--- src/rtl/vga_fb_writer.sv ---
// CPU-store to VGA SRAM bridge: stores landing in the framebuffer window are queued as
// 32-bit words and drained as two 16-bit pixel writes, low half first.
module vga_fb_writer #(
  parameter logic [31:0] BASEADDRESS = 32'h4000_0000,
  parameter int unsigned FbWords     = 153600,
  parameter int unsigned Depth       = 8
) (
  input  logic                     ACLK,
  input  logic                     RESET_N,
  input  logic [31:0]              DATA_I,
  input  logic [31:0]              ADDR,
  input  logic                     WRSTB,
  output logic                     STALL,
  output logic                     SRAM_WR_VALID,
  input  logic                     SRAM_WR_READY,
  output logic [19:0]              SRAM_WR_ADDR,
  output logic [15:0]              SRAM_WR_DATA,
  output logic                     OVERFLOW,
  input  logic                     CLR_FLAGS,
  output logic [$clog2(Depth):0]   FIFO_COUNT
);

  localparam int unsigned PtrW = $clog2(Depth);
  localparam int unsigned CntW = PtrW + 1;
  // One past the last byte of the window, kept at 33 bits so the compare cannot wrap.
  localparam logic [32:0] WinEnd = {1'b0, BASEADDRESS} + 33'(FbWords) * 33'd4;

  typedef enum logic [1:0] {StIdle, StLow, StHigh} state_e;

  state_e            r_state;
  state_e            w_state_d;
  logic [50:0]       r_mem [Depth];
  logic [PtrW-1:0]   r_wptr;
  logic [PtrW-1:0]   r_rptr;
  logic [CntW-1:0]   r_count;
  logic              r_overflow;

  logic              w_hit;
  logic              w_full;
  logic              w_push;
  logic              w_pop;
  logic              w_drop;
  logic [31:0]       w_offset;
  logic [18:0]       w_index;
  logic [50:0]       w_head;
  logic [CntW-1:0]   w_count_d;
  logic              w_unused;

  assign w_hit = WRSTB && ({1'b0, ADDR} >= {1'b0, BASEADDRESS}) && ({1'b0, ADDR} < WinEnd) &&
                 (ADDR[1:0] == 2'b00);
  assign w_offset  = ADDR - BASEADDRESS;
  assign w_index   = w_offset[20:2];
  assign w_unused  = ^{w_offset[31:21], w_offset[1:0]};
  assign w_full    = (r_count == CntW'(Depth));
  assign w_pop     = (r_state == StHigh) && SRAM_WR_READY;
  // A full FIFO still accepts a hit when the head is retired in the same cycle.
  assign w_push    = w_hit && (!w_full || w_pop);
  assign w_drop    = w_hit && w_full && !w_pop;
  assign w_head    = r_mem[r_rptr];
  assign w_count_d = r_count + CntW'(w_push) - CntW'(w_pop);

  assign STALL      = w_full;
  assign OVERFLOW   = r_overflow;
  assign FIFO_COUNT = r_count;

  always_comb begin
    w_state_d     = r_state;
    SRAM_WR_VALID = 1'b0;
    SRAM_WR_ADDR  = 20'd0;
    SRAM_WR_DATA  = 16'd0;
    unique case (r_state)
      StIdle: begin
        if (r_count != '0) w_state_d = StLow;
      end
      StLow: begin
        SRAM_WR_VALID = 1'b1;
        SRAM_WR_ADDR  = {w_head[50:32], 1'b0};
        SRAM_WR_DATA  = w_head[15:0];
        if (SRAM_WR_READY) w_state_d = StHigh;
      end
      StHigh: begin
        SRAM_WR_VALID = 1'b1;
        SRAM_WR_ADDR  = {w_head[50:32], 1'b1};
        SRAM_WR_DATA  = w_head[31:16];
        if (SRAM_WR_READY) w_state_d = (w_count_d != '0) ? StLow : StIdle;
      end
      default: w_state_d = StIdle;
    endcase
  end

  always_ff @(posedge ACLK or negedge RESET_N) begin
    if (!RESET_N) begin
      r_state    <= StIdle;
      r_wptr     <= '0;
      r_rptr     <= '0;
      r_count    <= '0;
      r_overflow <= 1'b0;
    end else begin
      r_state <= w_state_d;
      r_count <= w_count_d;
      if (w_push) r_wptr <= r_wptr + 1'b1;
      if (w_pop)  r_rptr <= r_rptr + 1'b1;
      if (w_drop) begin
        r_overflow <= 1'b1;
      end else if (CLR_FLAGS) begin
        r_overflow <= 1'b0;
      end
    end
  end

  // Storage needs no reset: outputs are gated by the state, and pointers restart at zero.
  always_ff @(posedge ACLK) begin
    if (w_push) r_mem[r_wptr] <= {w_index, DATA_I};
  end

endmodule

--- config.mk ---
export PLATFORM = sky130hd
export DESIGN_NAME = vga_fb_writer
export DESIGN_NICKNAME = d
export VERILOG_FILES = /design/src/rtl/vga_fb_writer.sv
export SDC_FILE = /design/constraint.sdc
export NUM_CORES = 1
export LEC_CHECK = 0
export ABC_CLOCK_PERIOD_IN_PS = 11550
export BUFFER_PORTS_ARGS = -buffer_cell sky130_fd_sc_hd__buf_4
export CAP_MARGIN = 30
export CORE_MARGIN = 3
export CORE_UTILIZATION = 45
export DETAILED_ROUTE_END_ITERATION = 8
export GPL_TIMING_DRIVEN = 0
export PLACE_DENSITY = 0.73
export SETUP_SLACK_MARGIN = 0.1
export SLEW_MARGIN = 20
export SYNTH_ARGS = -nofsm -noshare
export SYNTH_HDL_FRONTEND = slang
export SYNTH_SLANG_ARGS = --single-unit
--- constraint.sdc ---
create_clock -name ACLK -period 11.55 [get_ports ACLK]
set_input_delay 2.31 -clock ACLK [delete_from_list [all_inputs] [get_ports ACLK]]
set_output_delay 2.31 -clock ACLK [all_outputs]
set_load 0.01 [all_outputs]
; ---- Word-level counts from Yosys, hierarchy flattened
; Memories as Yosys holds them, arrays and structs flattened.
; Index checks and enable logic that the tools add are counted.
[word_totals]
ff_bits = 13
mem_bits_rw = 408
output_inout_bits = 43
elab_cells = 48
memories = 1
[op_classes]
add_sub_neg = 5
magnitude_cmp = 2
eq_ne = 6
n_mux = 12
n_reduce_logical = 17
[mem_list]
columns = name, depth, word_bits, rd, rd_clocked_by_memory_dff, wr, line_no
row1 = r_mem, 8, 51, 1, 0, 1, 32  ; logic [50:0] r_mem [Depth];
[ops]
columns = cell, count
row1 = $pmux W20 S2, 1
row2 = $ge A32 B31 Y1 const B, 1
row3 = $lt A32 B31 Y1 const B, 1
row4 = $pmux W16 S2, 1
row5 = $sub A21 B1 Y21 const B, 1
row6 = $reduce_bool A4 Y1, 2
row7 = $logic_and A1 B1 Y1, 7
row8 = $add A3 B1 Y3 const B, 2
row9 = $mux W1, 6
row10 = $mux W2, 3
row11 = $ne A2 B2 Y1 const B, 3
row12 = $pmux W2 S3, 1
row13 = $add A4 B1 Y4, 1
row14 = $eq A4 B4 Y1 const B, 1
row15 = $logic_not A2 Y1, 2
row16 = $sub A4 B1 Y4, 1
row17 = $reduce_and A3 Y1, 1
row18 = $eq A2 B1 Y1 const B, 1
row19 = $eq A2 B2 Y1 const B, 1
row20 = $logic_not A1 Y1, 2
row21 = $reduce_bool A2 Y1, 1
row22 = $reduce_or A2 Y1, 1
row23 = $logic_or A1 B1 Y1, 1

; ---- Depth between registers and ports, before layout
; Gate-level depths: netlist of run 1.
[logic_depth]
depth_word = 11
depth_mapped = 11

; ---- Least setup slack after synthesis of run 1
; No wires, ideal clock.
[synth_path]
path_kind = input to register
from = in ADDR[16]
to = mem r_mem[1][0], enable pin
setup_time_ns = 0.522
t_arrival_ns = 6.511
required_ns = 11.028
slack_ns = 4.517
path_stages = 4
cell_sequence = a211o_1 -> o21ai_1 -> nand4_1 -> nor3_1
[synth_via]
elab_chain_len = 7
elab_cells_between_ends = 8
classes_between = order compare: 2 / mux: 2 / reduce/logical: 4
[synth_lines]
columns = item, line_no
row1 = start: declaration, 11  ; input logic [31:0] ADDR,
row2 = $ge A32 B31 Y1, 49  ; assign w_hit = WRSTB && ({1'b0, ADDR} >= {1'b0, BASEADDRESS}) && ({1'b0, ADDR} < WinEnd) &&
row3 = $logic_and A1 B1 Y1, 49
row4 = $logic_and A1 B1 Y1 (*) (2 in series), 49
row5 = $logic_and A1 B1 Y1 (*), 57  ; assign w_push = w_hit && (!w_full || w_pop);
row6 = $mux W1 (*), 113  ; if (w_push) r_mem[r_wptr] <= {w_index, DATA_I};
row7 = $mux W1 (implied by the code) (*), 113
row8 = end: declaration, 32
; Every way passes the cells marked *; elsewhere a longest branch is shown, timed or not.

; ---- Final worst setup path of run 1
[layout_path]
from = reg r_state[0]
to = out SRAM_WR_DATA[5]
[layout_via]
elab_chain_len = 2
elab_cells_between_ends = 3
classes_between = eq/ne: 2 / mux: 1
[layout_lines]
columns = item, line_no
row1 = start: declaration, 30  ; state_e r_state;
row2 = start signal: assignment, 93  ; r_state <= StIdle;
row3 = start signal: assignment, 99  ; r_state <= w_state_d;
row4 = $eq A2 B2 Y1 or $eq A2 B1 Y1 (tied branches), 71  ; unique case (r_state)
row5 = $pmux W16 S2 (*), 71
row6 = end: declaration, 17  ; output logic [15:0] SRAM_WR_DATA,
; Marked as above.

==> flow_summary.yaml, run 1 <==
placed_design:
  placed_cell_area_um2: 18600
  gp_congestion: 0.778
  numPortBuffers: 111
  hpwl_after_detailed_placement_um: 24200
synthesis:
  count_of_different_cell_masters_after_synthesis: 38
  ys_ff_latch: 421
  yosysSeqAreaShare_pct: 75.6
  synth_top_cell_by_area: "edfxtp_1"
  synthTopCellsByCount: "408 x edfxtp_1, 84 x mux2i_1, 70 x mux4_2, 30 x o21ai_0, 27 x nor2_1"
  post_synth_instance_area_um2: 16600
  synth_top_cell_area_share_pct: 73.7
  yosys.cell_count.top_type: "edfxtp_1"
  syn-num-nets: 909
  synth_ff_type: "edfxtp_1"
  postSynthCellCount: 827
  synthTopCellsByArea: "edfxtp_1 74%, mux4_2 9.5%, mux2i_1 5.1%"
  synth_edf_count: 408
  synthesis.area_per_instance_um2: 20.1
  yosys_warnings: 0
  ys_async_sr_fraction_pct: 3.09
layout:
  final_net_count: 1093
  final_area_um2: 19800
  post_route_cells_drive_above_1_share_pct: 31.3
  synthToLayoutAreaGrowth_pct: 19.2
  filler_cell_count: 2684
setup_path:
  critical_path_peak_fanout: 10
  critical_path_class: "reg2out"
  critPathRequiredTime_ps: 9240
  cp-start-kind: "flop"
  endpoint_type_of_the_worst_setup_path: "output port"
  timing.critical_path.arrival_ps: 3130
global_route:
  via_count_of_the_first_global_routing_pass: 8852
  grt_antenna_before_repair: 3
  gr_overflow_total: 0
  global_route.usage.total_pct: 19.1
  grt_first_pass_wirelength_um: 55600
  grt_max_degree: 22
die:
  ios: 112
  die_area_um2: 39300
  fp.coreArea_um2: 36000
  die_extent_in_y_um: 198
  num_rows: 69
  start_util_pct: 46.2
  die-width_um: 198
clock_network:
  clockRootBuffer: "clkbuf_16"
  clk_path_buf_depth: 3
  cts.sinks: 421
  postCtsSetupRepairBufs: 0
  worstSkewPairLatency_ps: 540
  cts-hold-fix-buffers: 0
  post_cts_gate_resize_count: 0
  tritoncts: "done"
  clk_pin_slew_worst_paths_ps: 60
  cts_htree_levels: 2
  cts-buffers-inserted: 40
power:
  combPwrFrac_pct: 31.4
  leakage_nw: 6.75
  netSwitchingPower_w: 0.00130
  netSwitchingFraction_pct: 30.2
  clock_power_share_pct: 28.9
  power_per_cell_area_nw_per_um2: 217
  max-vdd-ir-drop_v: 0.000122
  internal_power_w: 0.00300
  sequential_power_share_pct: 39.7
sta:
  worst_clock_skew_ps: 11.2
  hold_viol_final: 0
  setup-violations-final: 0
  timing_max_transition_violations_final: 0
  relSlewSlack_pct: 39.3
  unrepaired_setup_endpoints_after_global_routing: "no"
  fmaxAchievable_ghz: 0.184
  setup_total_negative_slack_ps: 0
  min_period_over_period_pct: 47.1
  period_minus_slack_ps: 5440
  worst_slew_pin_slew_ps: 906
route:
  antenna_violating_nets_post_route: 0
  drt-vias-per-instance: 5.69
  m1WireLength_um: 15600
  postRouteWirelength_um: 37100
  dr_wl_met2_um: 18200
  top_layer: "met5"
  via_count: 8541
  detail_route.drc_violations: 0
  drt-initial-drc-count: 944
  detail_route.first_pass.iterations: 6
  wire_length_on_met3_um: 2410
  post_drt_wl_per_cell_um: 24.7
min_path:
  holdCritPathClass: "reg2reg"
status:
  outcome: "finished, final reports clean"
job:
  drv_cap: 0
## worst max-delay path: stages (launching register included)
cell	delay, ps
dfrtp_1	430
inv_1	100
ha_1	320
nand2_1	340
clkbuf_1	390
a21oi_1	240
o21ai_0	160
o22ai_1	400
buf_4	200
## cell type report
type                            instances  area, um2  area share, %
Sequential cell                       421      12600           63.4
Inverter                                9       33.8          0.170
Timing Repair Buffer                  142       1310           6.62
Buffer                                 42        274           1.38
Clock buffer                           46       1070           5.38
Tap cell                              461        577           2.91
Antenna cell                            1       2.50         0.0126
Clock inverter                         25        179          0.902
Multi-Input combinational cell        355       3800           19.2
## state kept, by name, summed over array words and instances, names as in the netlist
register,count
OVERFLOW,1
FIFO_COUNT,4
r_mem,408
r_wptr,3
r_state,2
r_rptr,3
## cells in the final DEF, fill, tap and decap left out, types with 13 or more instances in the layout
cell       count
mux2i_1       84
edfxtp_1     408
mux2_2        19
a211oi_1      16
nor2_1        21
clkbuf_1      20
a21oi_1       17
o22ai_1       17
nor3_1        16
dfrtp_1       13
buf_4        126
mux4_2        70
clkbuf_16     42
o21ai_0       30
## per-layer routing
layer,track usage (%),up-vias
li1,-,3768
met1,26.7,4392
met5,0,-
met2,30.6,308
met3,3.86,69
met4,5.74,4
## kinds of logic after synthesis
group,share of synthesized area [%]
xor+xnor,0.316
compound gates,3.13
fa+ha+maj,1.02
mux,15.9
buf+inv,1.85
simple gates,2.14
flops,75.6
## final timing paths
check | from | endpoint | slack [ps] | cells past startpoint
hold reg to reg | OVERFLOW | OVERFLOW | 550 | 2
setup reg to reg | r_state[0] | r_mem[0][10] | 8080 | 9
max in group asynchronous | RESET_N | r_wptr[1] | 9760 | 1
hold / removal | OVERFLOW | OVERFLOW | 550 | 2
min in group asynchronous | RESET_N | OVERFLOW | 1620 | 1
setup / recovery | r_state[0] | SRAM_WR_DATA[5] | 6110 | 8
## power by group through the flow
stage | clock, W | sequential [W] | combinational [W]
floorplan | 0 | 0.00174 | 0.000880
global placement | 0 | 0.00174 | 0.00134
detailed placement | 0 | 0.00174 | 0.00136
CTS | 0.00126 | 0.00171 | 0.00137
global route | 0.00133 | 0.00171 | 0.00145
finish | 0.00124 | 0.00171 | 0.00135
## through the flow
| step | instances | hold WS [ps] | util [%] | setup slack, ps | total power (W) |
|---|---|---|---|---|---|
| 2_1_floorplan | 827 | 518 | - | 4520 | 0.00262 |
| 3_3_place_gp | 1399 | 522 | 50.1 | 381 | 0.00308 |
| 3_5_place_dp | 1430 | 550 | 51.6 | 6000 | 0.00310 |
| 4_1_cts | 1501 | 559 | 55.1 | 6110 | 0.00434 |
| 5_1_grt | 1502 | 589 | 55.1 | 5950 | 0.00448 |
| 6_report | 1502 | 546 | 55.1 | 6110 | 0.00430 |
(Power assumes the default switching activity.)
==> inputs of run 2 (changes only) <==
Settings changed: ABC_AREA set to 1, ABC_CLOCK_PERIOD_IN_PS 11550 to 5500.
Clock period 11.55 ns to 5.5 ns, I/O delays scaled along.
==> flow_summary.yaml, run 2 <==
status:
  outcome: "finished, final reports clean"
clock_network:
  postCtsSetupRepairBufs: 0
  cts-buffers-inserted: 43
  tritoncts: "done"
  clk_path_buf_depth: 3
  cts_htree_levels: 2
  clockRootBuffer: "clkbuf_16"
  cts-hold-fix-buffers: 0
  worstSkewPairLatency_ps: 560
  cts.sinks: 421
  post_cts_gate_resize_count: 0
  clk_pin_slew_worst_paths_ps: 60
setup_path:
  cp_slowest_stage_delay_ps: 570
  endpoint_type_of_the_worst_setup_path: "output port"
  endpoint: "SRAM_WR_ADDR[3]"
  r2r_slack_ps: 1810
  critical_path_peak_fanout: 10
  timing.critical_path.buf_inv: 4
  cp-start-kind: "flop"
  timing.critical_path.from: "r_state[0]"
  critPathRequiredTime_ps: 4400
  rr_endpoint: "r_state[0]"
  cp.depth: 8
  cp_slowest_cell: "nor2_2"
  crit_chain: "inv_1 > ha_1 > clkinv_1 > nor2_2 > buf_2 > nand2_1 > a31oi_1 > buf_4"
  critical_path_class: "reg2out"
  worst_r2r_startpoint: "r_state[0]"
  crit_family: "buffers and inverters"
  timing.critical_path.arrival_ps: 3210
  reg2reg_depth: 16
synthesis:
  ys_ff_latch: 421
  synth_top_cell_area_share_pct: 71.6
  yosys_warnings: 0
  count_of_different_cell_masters_after_synthesis: 31
  yosys.cell_count.top_type: "nor2_1"
  synth_edf_count: 408
  yosysSeqAreaShare_pct: 73.5
  postSynthCellCount: 1406
  synth_top_cell_by_area: "edfxtp_1"
  synth_ff_type: "edfxtp_1"
  post_synth_instance_area_um2: 17100
  synthesis.area_per_instance_um2: 12.2
  synthTopCellsByCount: "411 x nor2_1, 408 x edfxtp_1, 166 x o21ai_0, 107 x nand3_1, 56 x nand2_1"
  synthTopCellsByArea: "edfxtp_1 72%, nor2_1 9.0%, o21ai_0 4.9%"
  ys_async_sr_fraction_pct: 3.09
  syn-num-nets: 1488
route:
  via_count: 11800
  antenna_violating_nets_post_route: 0
  post_drt_wl_per_cell_um: 20.3
  drt-vias-per-instance: 5.48
  drt-initial-drc-count: 1366
  postRouteWirelength_um: 43600
  detail_route.drc_violations: 0
  detail_route.first_pass.iterations: 5
power:
  max-vdd-ir-drop_v: 0.000418
  leakage_nw: 7.14
  totalPowerFinal_w: 0.00989
  power_per_cell_area_nw_per_um2: 487
layout:
  final_area_um2: 20300
  layout.cells.most_common: "nor2_1"
  synthToLayoutAreaGrowth_pct: 18.6
  registers.top_by_ff_count: "r_mem"
  largest_register_ff_count: 408
  final_net_count: 1694
  most-common-layout-cells: "411 x nor2_1, 408 x edfxtp_1, 167 x buf_4"
  post_route_cells_drive_above_1_share_pct: 16.6
sta:
  unrepaired_setup_endpoints_after_global_routing: "no"
  min_period_over_period_pct: 78.4
  fmaxAchievable_ghz: 0.232
  setup-violations-final: 0
  period_minus_slack_ps: 4310
  worst_clock_skew_ps: 14.6
  worst_slew_pin_slew_ps: 776
  relSlewSlack_pct: 48.0
  timing.final.ws_setup_ps: 1190
  timing_max_transition_violations_final: 0
  hold_viol_final: 0
placed_design:
  numPortBuffers: 111
  placed_cell_area_um2: 19000
  hpwl_after_detailed_placement_um: 30600
  gp_congestion: 0.876
  post_placement_worst_setup_slack_ps: 1480
die:
  ios: 112
  die-width_um: 201
  start_util_pct: 46.2
  fp.coreArea_um2: 37000
  die_area_um2: 40400
  die_extent_in_y_um: 201
  num_rows: 70
min_path:
  holdCritPathClass: "in2async"
global_route:
  global_route.usage.total_pct: 21.2
  via_count_of_the_first_global_routing_pass: 11500
  grt_max_degree: 14
  grt_first_pass_wirelength_um: 66500
  gr_overflow_total: 0
  grt_antenna_before_repair: 3
job:
  drv_cap: 0
-- run 2: final cells by class --
type                            count  area (um2)
Fill cell                        2939       16800
Sequential cell                   421       12600
Multi-Input combinational cell    871        4020
Timing Repair Buffer              161        1240
Clock buffer                       56        1120
Tap cell                          504         631
Buffer                             84         435
Clock inverter                     19         146
Inverter                           30         115
Antenna cell                        1        2.50
-- run 2: cells by family (layout without fill, tap and decap cells) --
family          after synthesis  count (layout)  share of synthesized area (%)
other cells                   0               1                              0
fa+ha+maj                    13              13                          0.995
buf+inv                     114             350                           3.22
xor+xnor                      4               4                          0.205
simple gates                592             592                           14.0
flops                       421             421                           73.5
compound gates              262             262                           8.05
-- run 2: stage by stage --
stage | hold slack, ps | cells | utilization [%] | setup TNS (ps)
global route | 386 | 2147 | 54.8 | 0
global placement | 522 | 2021 | 50.1 | -1405020
CTS | 381 | 2146 | 54.8 | 0
detailed placement | 528 | 2071 | 51.3 | 0
finish | 389 | 2147 | 54.8 | 0
floorplan | 517 | 1406 | - | -96890
-- run 2: worst min path at each step --
stage | start | to | cells past startpoint
3_5_place_dp | OVERFLOW | OVERFLOW | 2
5_1_grt | RESET_N | FIFO_COUNT[1] | 1
6_report | RESET_N | FIFO_COUNT[0] | 1
3_3_place_gp | OVERFLOW | OVERFLOW | 2
2_1_floorplan | r_wptr[1] | r_wptr[1] | 2
4_1_cts | RESET_N | FIFO_COUNT[0] | 1
-- run 2: power breakdown --
part	total [W]	internal, W	switching (W)
clock network	0.00266	0.00149	0.00117
logic	0.00364	0.00119	0.00244
registers	0.00359	0.00355	0.0000330
-- run 2: per-layer routing --
metal | track usage, % | up-vias | wire, um
li1 | - | 5427 | -
met3 | 4.44 | 105 | 4220
met4 | 7.80 | 4 | 1420
met1 | 28.3 | 5596 | 17200
met5 | 0 | - | 34
met2 | 34.5 | 632 | 20700
